<file path="config.mk">
export PLATFORM = sky130hd
export DESIGN_NAME = lane_display_driver
export DESIGN_NICKNAME = d
export VERILOG_FILES = /design/src/rtl/traffic_pkg.sv /design/src/rtl/bin2bcd_seq.sv /design/src/rtl/lane_display_driver.sv
export SDC_FILE = /design/constraint.sdc
export NUM_CORES = 1
export LEC_CHECK = 0
export BUFFER_PORTS_ARGS = -buffer_cell sky130_fd_sc_hd__buf_2
export CAP_MARGIN = 5
export CORE_ASPECT_RATIO = 0.9
export CORE_UTILIZATION = 53
export CTS_BUF_LIST = sky130_fd_sc_hd__clkbuf_8
export DETAILED_ROUTE_END_ITERATION = 7
export PLACE_DENSITY = 0.76
export SLEW_MARGIN = 5
export SYNTH_ARGS = -nofsm -noshare
export SYNTH_HDL_FRONTEND = slang
export SYNTH_SLANG_ARGS = --single-unit
</file>
<file path="constraint.sdc">
create_clock -name clk -period 2.1 [get_ports clk]
set_clock_uncertainty 0.2 [all_clocks]
set_input_delay 0.105 -clock clk [delete_from_list [all_inputs] [get_ports clk]]
set_output_delay 0.105 -clock clk [all_outputs]
set_load 0.1 [all_outputs]
</file>
<file path="src/rtl/traffic_pkg.sv">
// Shared phase codes, lamp encodings, converter states and 7-segment lookup
// for the traffic-light lane display logic.
package traffic_pkg;

  localparam logic [2:0] GR = 3'd3;
  localparam logic [2:0] YR = 3'd4;
  localparam logic [2:0] RG = 3'd5;
  localparam logic [2:0] RY = 3'd6;

  localparam logic [2:0] LAMP_R = 3'b100;
  localparam logic [2:0] LAMP_Y = 3'b010;
  localparam logic [2:0] LAMP_G = 3'b001;

  typedef enum logic [1:0] {
    CNV_LOAD  = 2'd0,
    CNV_SHIFT = 2'd1,
    CNV_STORE = 2'd2
  } cnv_state_t;

  // Active-low {g,f,e,d,c,b,a}; non-decimal codes blank the digit.
  function automatic logic [6:0] seg7(input logic [3:0] digit);
    case (digit)
      4'd0:    seg7 = 7'h40;
      4'd1:    seg7 = 7'h79;
      4'd2:    seg7 = 7'h24;
      4'd3:    seg7 = 7'h30;
      4'd4:    seg7 = 7'h19;
      4'd5:    seg7 = 7'h12;
      4'd6:    seg7 = 7'h02;
      4'd7:    seg7 = 7'h78;
      4'd8:    seg7 = 7'h00;
      4'd9:    seg7 = 7'h10;
      default: seg7 = 7'h7F;
    endcase
  endfunction

endpackage

</file>
<file path="src/rtl/bin2bcd_seq.sv">
// Sequential shift-add-3 converter: 7-bit binary (0..99) to two BCD digits,
// one LOAD cycle, seven SHIFT cycles and one STORE cycle with a done pulse.
module bin2bcd_seq
  import traffic_pkg::*;
(
  input  logic       clk,
  input  logic       reset,
  input  logic       start,
  input  logic [6:0] bin,
  output logic       done,
  output logic [3:0] tens,
  output logic [3:0] ones
);

  cnv_state_t  state_reg, state_next;
  logic [7:0]  bcd_reg, bcd_next;
  logic [6:0]  shift_reg, shift_next;
  logic [2:0]  cnt_reg, cnt_next;
  logic [7:0]  bcd_adj;
  logic [14:0] shifted;

  always_ff @(posedge clk or negedge reset) begin
    if (!reset) begin
      state_reg <= CNV_LOAD;
      bcd_reg   <= '0;
      shift_reg <= '0;
      cnt_reg   <= '0;
    end else begin
      state_reg <= state_next;
      bcd_reg   <= bcd_next;
      shift_reg <= shift_next;
      cnt_reg   <= cnt_next;
    end
  end

  always_comb begin
    state_next   = state_reg;
    bcd_next     = bcd_reg;
    shift_next   = shift_reg;
    cnt_next     = cnt_reg;
    done         = 1'b0;
    bcd_adj[7:4] = (bcd_reg[7:4] >= 4'd5) ? bcd_reg[7:4] + 4'd3 : bcd_reg[7:4];
    bcd_adj[3:0] = (bcd_reg[3:0] >= 4'd5) ? bcd_reg[3:0] + 4'd3 : bcd_reg[3:0];
    shifted      = {bcd_adj, shift_reg} << 1;
    case (state_reg)
      CNV_LOAD: begin
        if (start) begin
          shift_next = bin;
          bcd_next   = '0;
          cnt_next   = '0;
          state_next = CNV_SHIFT;
        end
      end
      CNV_SHIFT: begin
        bcd_next   = shifted[14:7];
        shift_next = shifted[6:0];
        cnt_next   = cnt_reg + 3'd1;
        if (cnt_reg == 3'd6) state_next = CNV_STORE;
      end
      CNV_STORE: begin
        done       = 1'b1;
        state_next = CNV_LOAD;
      end
      default: state_next = CNV_LOAD;
    endcase
  end

  assign tens = bcd_reg[7:4];
  assign ones = bcd_reg[3:0];

endmodule

</file>
<file path="src/rtl/lane_display_driver.sv">
// Lamp decode for both lanes plus a 4-digit multiplexed countdown display,
// fed by one BCD converter shared round-robin between the two lanes.
module lane_display_driver
  import traffic_pkg::*;
#(
  parameter int SCAN_DIV  = 50000,
  parameter int BLINK_DIV = 25000000
) (
  input  logic       clk,
  input  logic       reset,
  input  logic       enable,
  input  logic [2:0] state,
  input  logic [6:0] timeLane1,
  input  logic [6:0] timeLane2,
  output logic [2:0] lamp1,
  output logic [2:0] lamp2,
  output logic [6:0] seg,
  output logic [3:0] an
);

  localparam int SCAN_W  = $clog2(SCAN_DIV);
  localparam int BLINK_W = $clog2(BLINK_DIV);
  localparam logic [SCAN_W-1:0]  SCAN_LAST  = SCAN_W'(SCAN_DIV - 1);
  localparam logic [BLINK_W-1:0] BLINK_LAST = BLINK_W'(BLINK_DIV - 1);

  logic               lane_sel_reg;
  logic [6:0]         lane_raw, lane_clamped;
  logic               conv_done;
  logic [3:0]         conv_tens, conv_ones;
  logic [3:0]         digit_reg [4];
  logic [SCAN_W-1:0]  scan_cnt_reg;
  logic [1:0]         scan_idx_reg;
  logic [BLINK_W-1:0] blink_cnt_reg;
  logic               blink_reg;
  logic [3:0]         scan_digit;
  logic               blank;
  logic [3:0]         an_next;
  logic [6:0]         seg_next;
  logic [2:0]         flash, lamp1_next, lamp2_next;

  assign lane_raw     = lane_sel_reg ? timeLane2 : timeLane1;
  assign lane_clamped = (lane_raw > 7'd99) ? 7'd99 : lane_raw;

  bin2bcd_seq u_bcd (
    .clk   (clk),
    .reset (reset),
    .start (1'b1),
    .bin   (lane_clamped),
    .done  (conv_done),
    .tens  (conv_tens),
    .ones  (conv_ones)
  );

  // Digit slots: 0=lane-1 ones, 1=lane-1 tens, 2=lane-2 ones, 3=lane-2 tens.
  assign scan_digit = digit_reg[scan_idx_reg];
  assign blank      = !enable || (scan_idx_reg[0] && (scan_digit == 4'd0));
  assign seg_next   = blank ? 7'h7F : seg7(scan_digit);

  always_comb begin
    an_next = 4'hF;
    if (!blank) an_next[scan_idx_reg] = 1'b0;
  end

  always_comb begin
    flash      = {1'b0, blink_reg, 1'b0};
    lamp1_next = flash;
    lamp2_next = flash;
    if (enable) begin
      case (state)
        GR: begin lamp1_next = LAMP_G; lamp2_next = LAMP_R; end
        YR: begin lamp1_next = LAMP_Y; lamp2_next = LAMP_R; end
        RG: begin lamp1_next = LAMP_R; lamp2_next = LAMP_G; end
        RY: begin lamp1_next = LAMP_R; lamp2_next = LAMP_Y; end
        default: ;
      endcase
    end
  end

  always_ff @(posedge clk or negedge reset) begin
    if (!reset) begin
      lane_sel_reg  <= 1'b0;
      for (int i = 0; i < 4; i++) digit_reg[i] <= '0;
      scan_cnt_reg  <= '0;
      scan_idx_reg  <= '0;
      blink_cnt_reg <= '0;
      blink_reg     <= 1'b0;
      lamp1         <= 3'b000;
      lamp2         <= 3'b000;
      seg           <= 7'h7F;
      an            <= 4'hF;
    end else begin
      // Both digits of a lane update in the same cycle, only from a finished conversion.
      if (conv_done) begin
        digit_reg[{lane_sel_reg, 1'b0}] <= conv_ones;
        digit_reg[{lane_sel_reg, 1'b1}] <= conv_tens;
        lane_sel_reg <= ~lane_sel_reg;
      end
      if (scan_cnt_reg == SCAN_LAST) begin
        scan_cnt_reg <= '0;
        scan_idx_reg <= scan_idx_reg + 2'd1;
      end else begin
        scan_cnt_reg <= scan_cnt_reg + 1'b1;
      end
      if (blink_cnt_reg == BLINK_LAST) begin
        blink_cnt_reg <= '0;
        blink_reg     <= ~blink_reg;
      end else begin
        blink_cnt_reg <= blink_cnt_reg + 1'b1;
      end
      lamp1 <= lamp1_next;
      lamp2 <= lamp2_next;
      seg   <= seg_next;
      an    <= an_next;
    end
  end

endmodule
</file>
==> summary.md <==
| Metric | Value |
|---|---|
| Post-synthesis register bit count | `98` |
| CP peak stage delay | `0.58 ns` |
| Async SR Flop Fraction | `1.00` |
| Cell area power density | `796 mW/mm²` |
| Area leader, netlist | `dfrtp_1` |
| P&R area growth vs syn | `16.4%` |
| Via count | `3445` |
| Met2 Use GR | `0.337` |
| Inserted Clock Buffers | `9` |
| Leakage | `2.57 nW` |
| Most used flip-flop cell after synthesis | `dfrtp_1` |
| Critical path's slowest cell | `dlygate4sd3_1` |
| Final Hold Fails | `0` |
| Final nets | `554` |
| Hold WC Path Type | `primary input to register` |
| Largest net degree at the start of global routing | `99` |
| Max reg flops | `25` |
| Share of the synthesized area in the top cell type | `0.451` |
| Initial Util | `0.556` |
| Placed cells | `603` |
| H-Tree Depth | `3` |
| Max-slew violations | `0` |
| Most common cell in the netlist | `dfrtp_1` |
| Clk sink count | `98` |
| Rel. slew slack | `0.668` |
| Final cell count without fillers | `641` |
| Die X-Extent | `103 µm` |
| Gr busiest metal | `met2` |
| Met1 Use GR | `0.274` |
| Drt pass-1 iters | `4` |
| Routed WL | `8750 µm` |
| Post-synth EDFFs | `0` |
| VDD IR max | `0.699 mV` |
| 1st-iter DRT viols | `166` |
| Final Power | `4.48 mW` |
| Yosys warning count | `0` |
| Syn Nets | `484` |
| Synth top area cells | `dfrtp_1 45%, dfstp_2 6.0%, ha_1 4.4%` |
| # setup viols final | `0` |
| Core outline area | `0.00869 mm²` |
| Port Buffer Count | `36` |
| Remaining Overflow, GRT | `0` |
| Share of layout cells above drive strength 1 | `0.230` |
| Crit. Startpoint | `enable` |
| Worst path arrival time | `2.13 ns` |
| Root buf cell | `clkbuf_8` |
| Syn Area/Cell | `10.8 µm²` |
| Avg WL per Cell | `13.7 µm` |
| Floorplan die height | `92.6 µm` |
| Startpoint types | `primary input` |
| Vias per std cell | `5.37` |
| Most used cell, CP | `dlygate4sd3_1` |
| Die footprint | `0.00950 mm²` |
| Fmax | `498 MHz` |
| Sequential area share after synthesis | `0.510` |
| Gr usage total | `0.205` |
| Worst Slack Setup Final | `0.0906 ns` |
| CP Capture Point | `lamp1[2]` |
| R2r endpoint | `seg[0]` |
| Critical path class | `primary input to register` |
| RePlAce Congestion | `0.817` |
| Register-to-Register Setup Slack | `0.09 ns` |
| Mapped Area | `0.00483 mm²` |
| Crit share post-route | `0.957` |
| Syn Inst Count | `447` |
| Crit Reg-Reg Startpoint | `scan_idx_reg[0]` |
| Final min period | `2.01 ns` |
| Crit-path max FO | `9` |
| Worst-Skew Late Latency | `0.37 ns` |
| Slew @ Worst Pin | `0.498 ns` |
| Netlist cell types | `51` |
| Met3 Use GR | `0.0370` |
| Max clock buf depth | `2` |
| Initial antenna violation count | `0` |
| Vias in the first global route | `3393` |
| CP Capture Type | `register` |
| CTS tree | `built` |
| Detail Placement HPWL | `5960 µm` |
| Filler cell count | `677` |
| CTS clk-pin slew, worst paths | `0.11 ns` |
| IO Count | `37` |
| First-pass GRT wire length | `15400 µm` |
| Status | `complete, no violations` |
| WP data required | `2.22 ns` |
| Post-synth top cells | `87 x dfrtp_1, 40 x nand2_1, 35 x o21ai_0, 31 x nor2_1, 22 x inv_1` |
| Worst Reg-to-Reg Cells | `6` |
| Post-route ant nets | `0` |
| # DRC | `0` |
| N_diodes | `0` |
| Pre-CTS setup slack | `0.0439 ns` |
| Row Count | `32` |
| # Max-Cap Violations | `0` |
| Crit-path cells | `dlygate4sd3_1 -> buf_2 -> nand2_1 -> dlygate4sd3_1 -> nor2_1 -> dlygate4sd3_1` |
-- through the flow --
step	util	TNS, ns	hold WS (ns)	instance area, µm²
detailed placement	0.598	0	0.00566	5200
floorplan	-	0	-0.391	4830
global route	0.647	-0.00670	0.0760	5620
CTS	0.642	0	0.0339	5580
finish	0.647	0	0.0443	5620
global placement	0.598	0	0.000960	5200
-- layout by cell type (no fill, tap or decap), drive strengths merged, types with 3 or more instances in the layout --
cell type,instances
a21oi,20
o21ai,35
or3,6
mux2,16
o21a,3
nor2b,8
nand2b,5
nor4b,4
o31ai,4
xor2,11
nand4,12
nor2,31
a221oi,3
dfstp,11
a22o,3
or4,3
and3,5
nor4,5
dfrtp,87
and2,3
a211oi,4
nor3b,3
nand2,40
mux2i,11
buf,58
dlygate4sd3,17
xnor2,20
inv,25
nor3,4
ha,17
clkbuf,9
nand3,16
mux4,4
and4,5
-- critical path: cells and delay by family --
kind          cells  cell delay [ns]
simple gates      2             0.19
buf+inv           4             1.83
-- where the power goes --
part	total (mW)	internal, mW	switching (mW)
clock	1.27	0.572	0.700
sequential	2.17	2.09	0.0842
combinational	1.03	0.318	0.715
-- cell families after synthesis --
family	synth area share
flops	0.510
fa+ha+maj	0.0440
mux	0.0787
compound gates	0.0966
xor+xnor	0.0562
buf+inv	0.0388
simple gates	0.175
-- routing by layer --
layer  vias to the layer above  share of wire
li1                       1717              -
met1                      1647           0.48
met2                        73           0.48
met3                         8          0.031
met4                         0          0.011
met5                         -              0
-- how the worst min path moves through the flow --
stage,start,to,cells after the start
floorplan,reset,blink_cnt_reg[0],0
global placement,reset,digit_reg[15],2
detailed placement,reset,digit_reg[15],2
CTS,timeLane2[4],u_bcd.shift_reg[4],5
global route,timeLane2[4],u_bcd.shift_reg[4],5
finish,timeLane2[4],u_bcd.shift_reg[4],5
-- repair_timing --
action | CTS | global route
gates resized for setup | 0 | 4
hold buffers | 17 | 0
endpoints found under the hold margin | 119 | 0
endpoints found under the setup margin | 0 | 12
buffers inserted | 0 | 5
-- final cells by class --
cell class	instances	area, µm²	area share
Clock buffer	9	124	0.0220
Tap cell	119	149	0.0265
Inverter	22	82.6	0.0147
Sequential cell	98	2470	0.439
Clock inverter	7	83.8	0.0149
Multi-Input combinational cell	311	2190	0.389
Timing Repair Buffer	75	531	0.0943
Note: power is estimated with default switching activity, not from simulation.
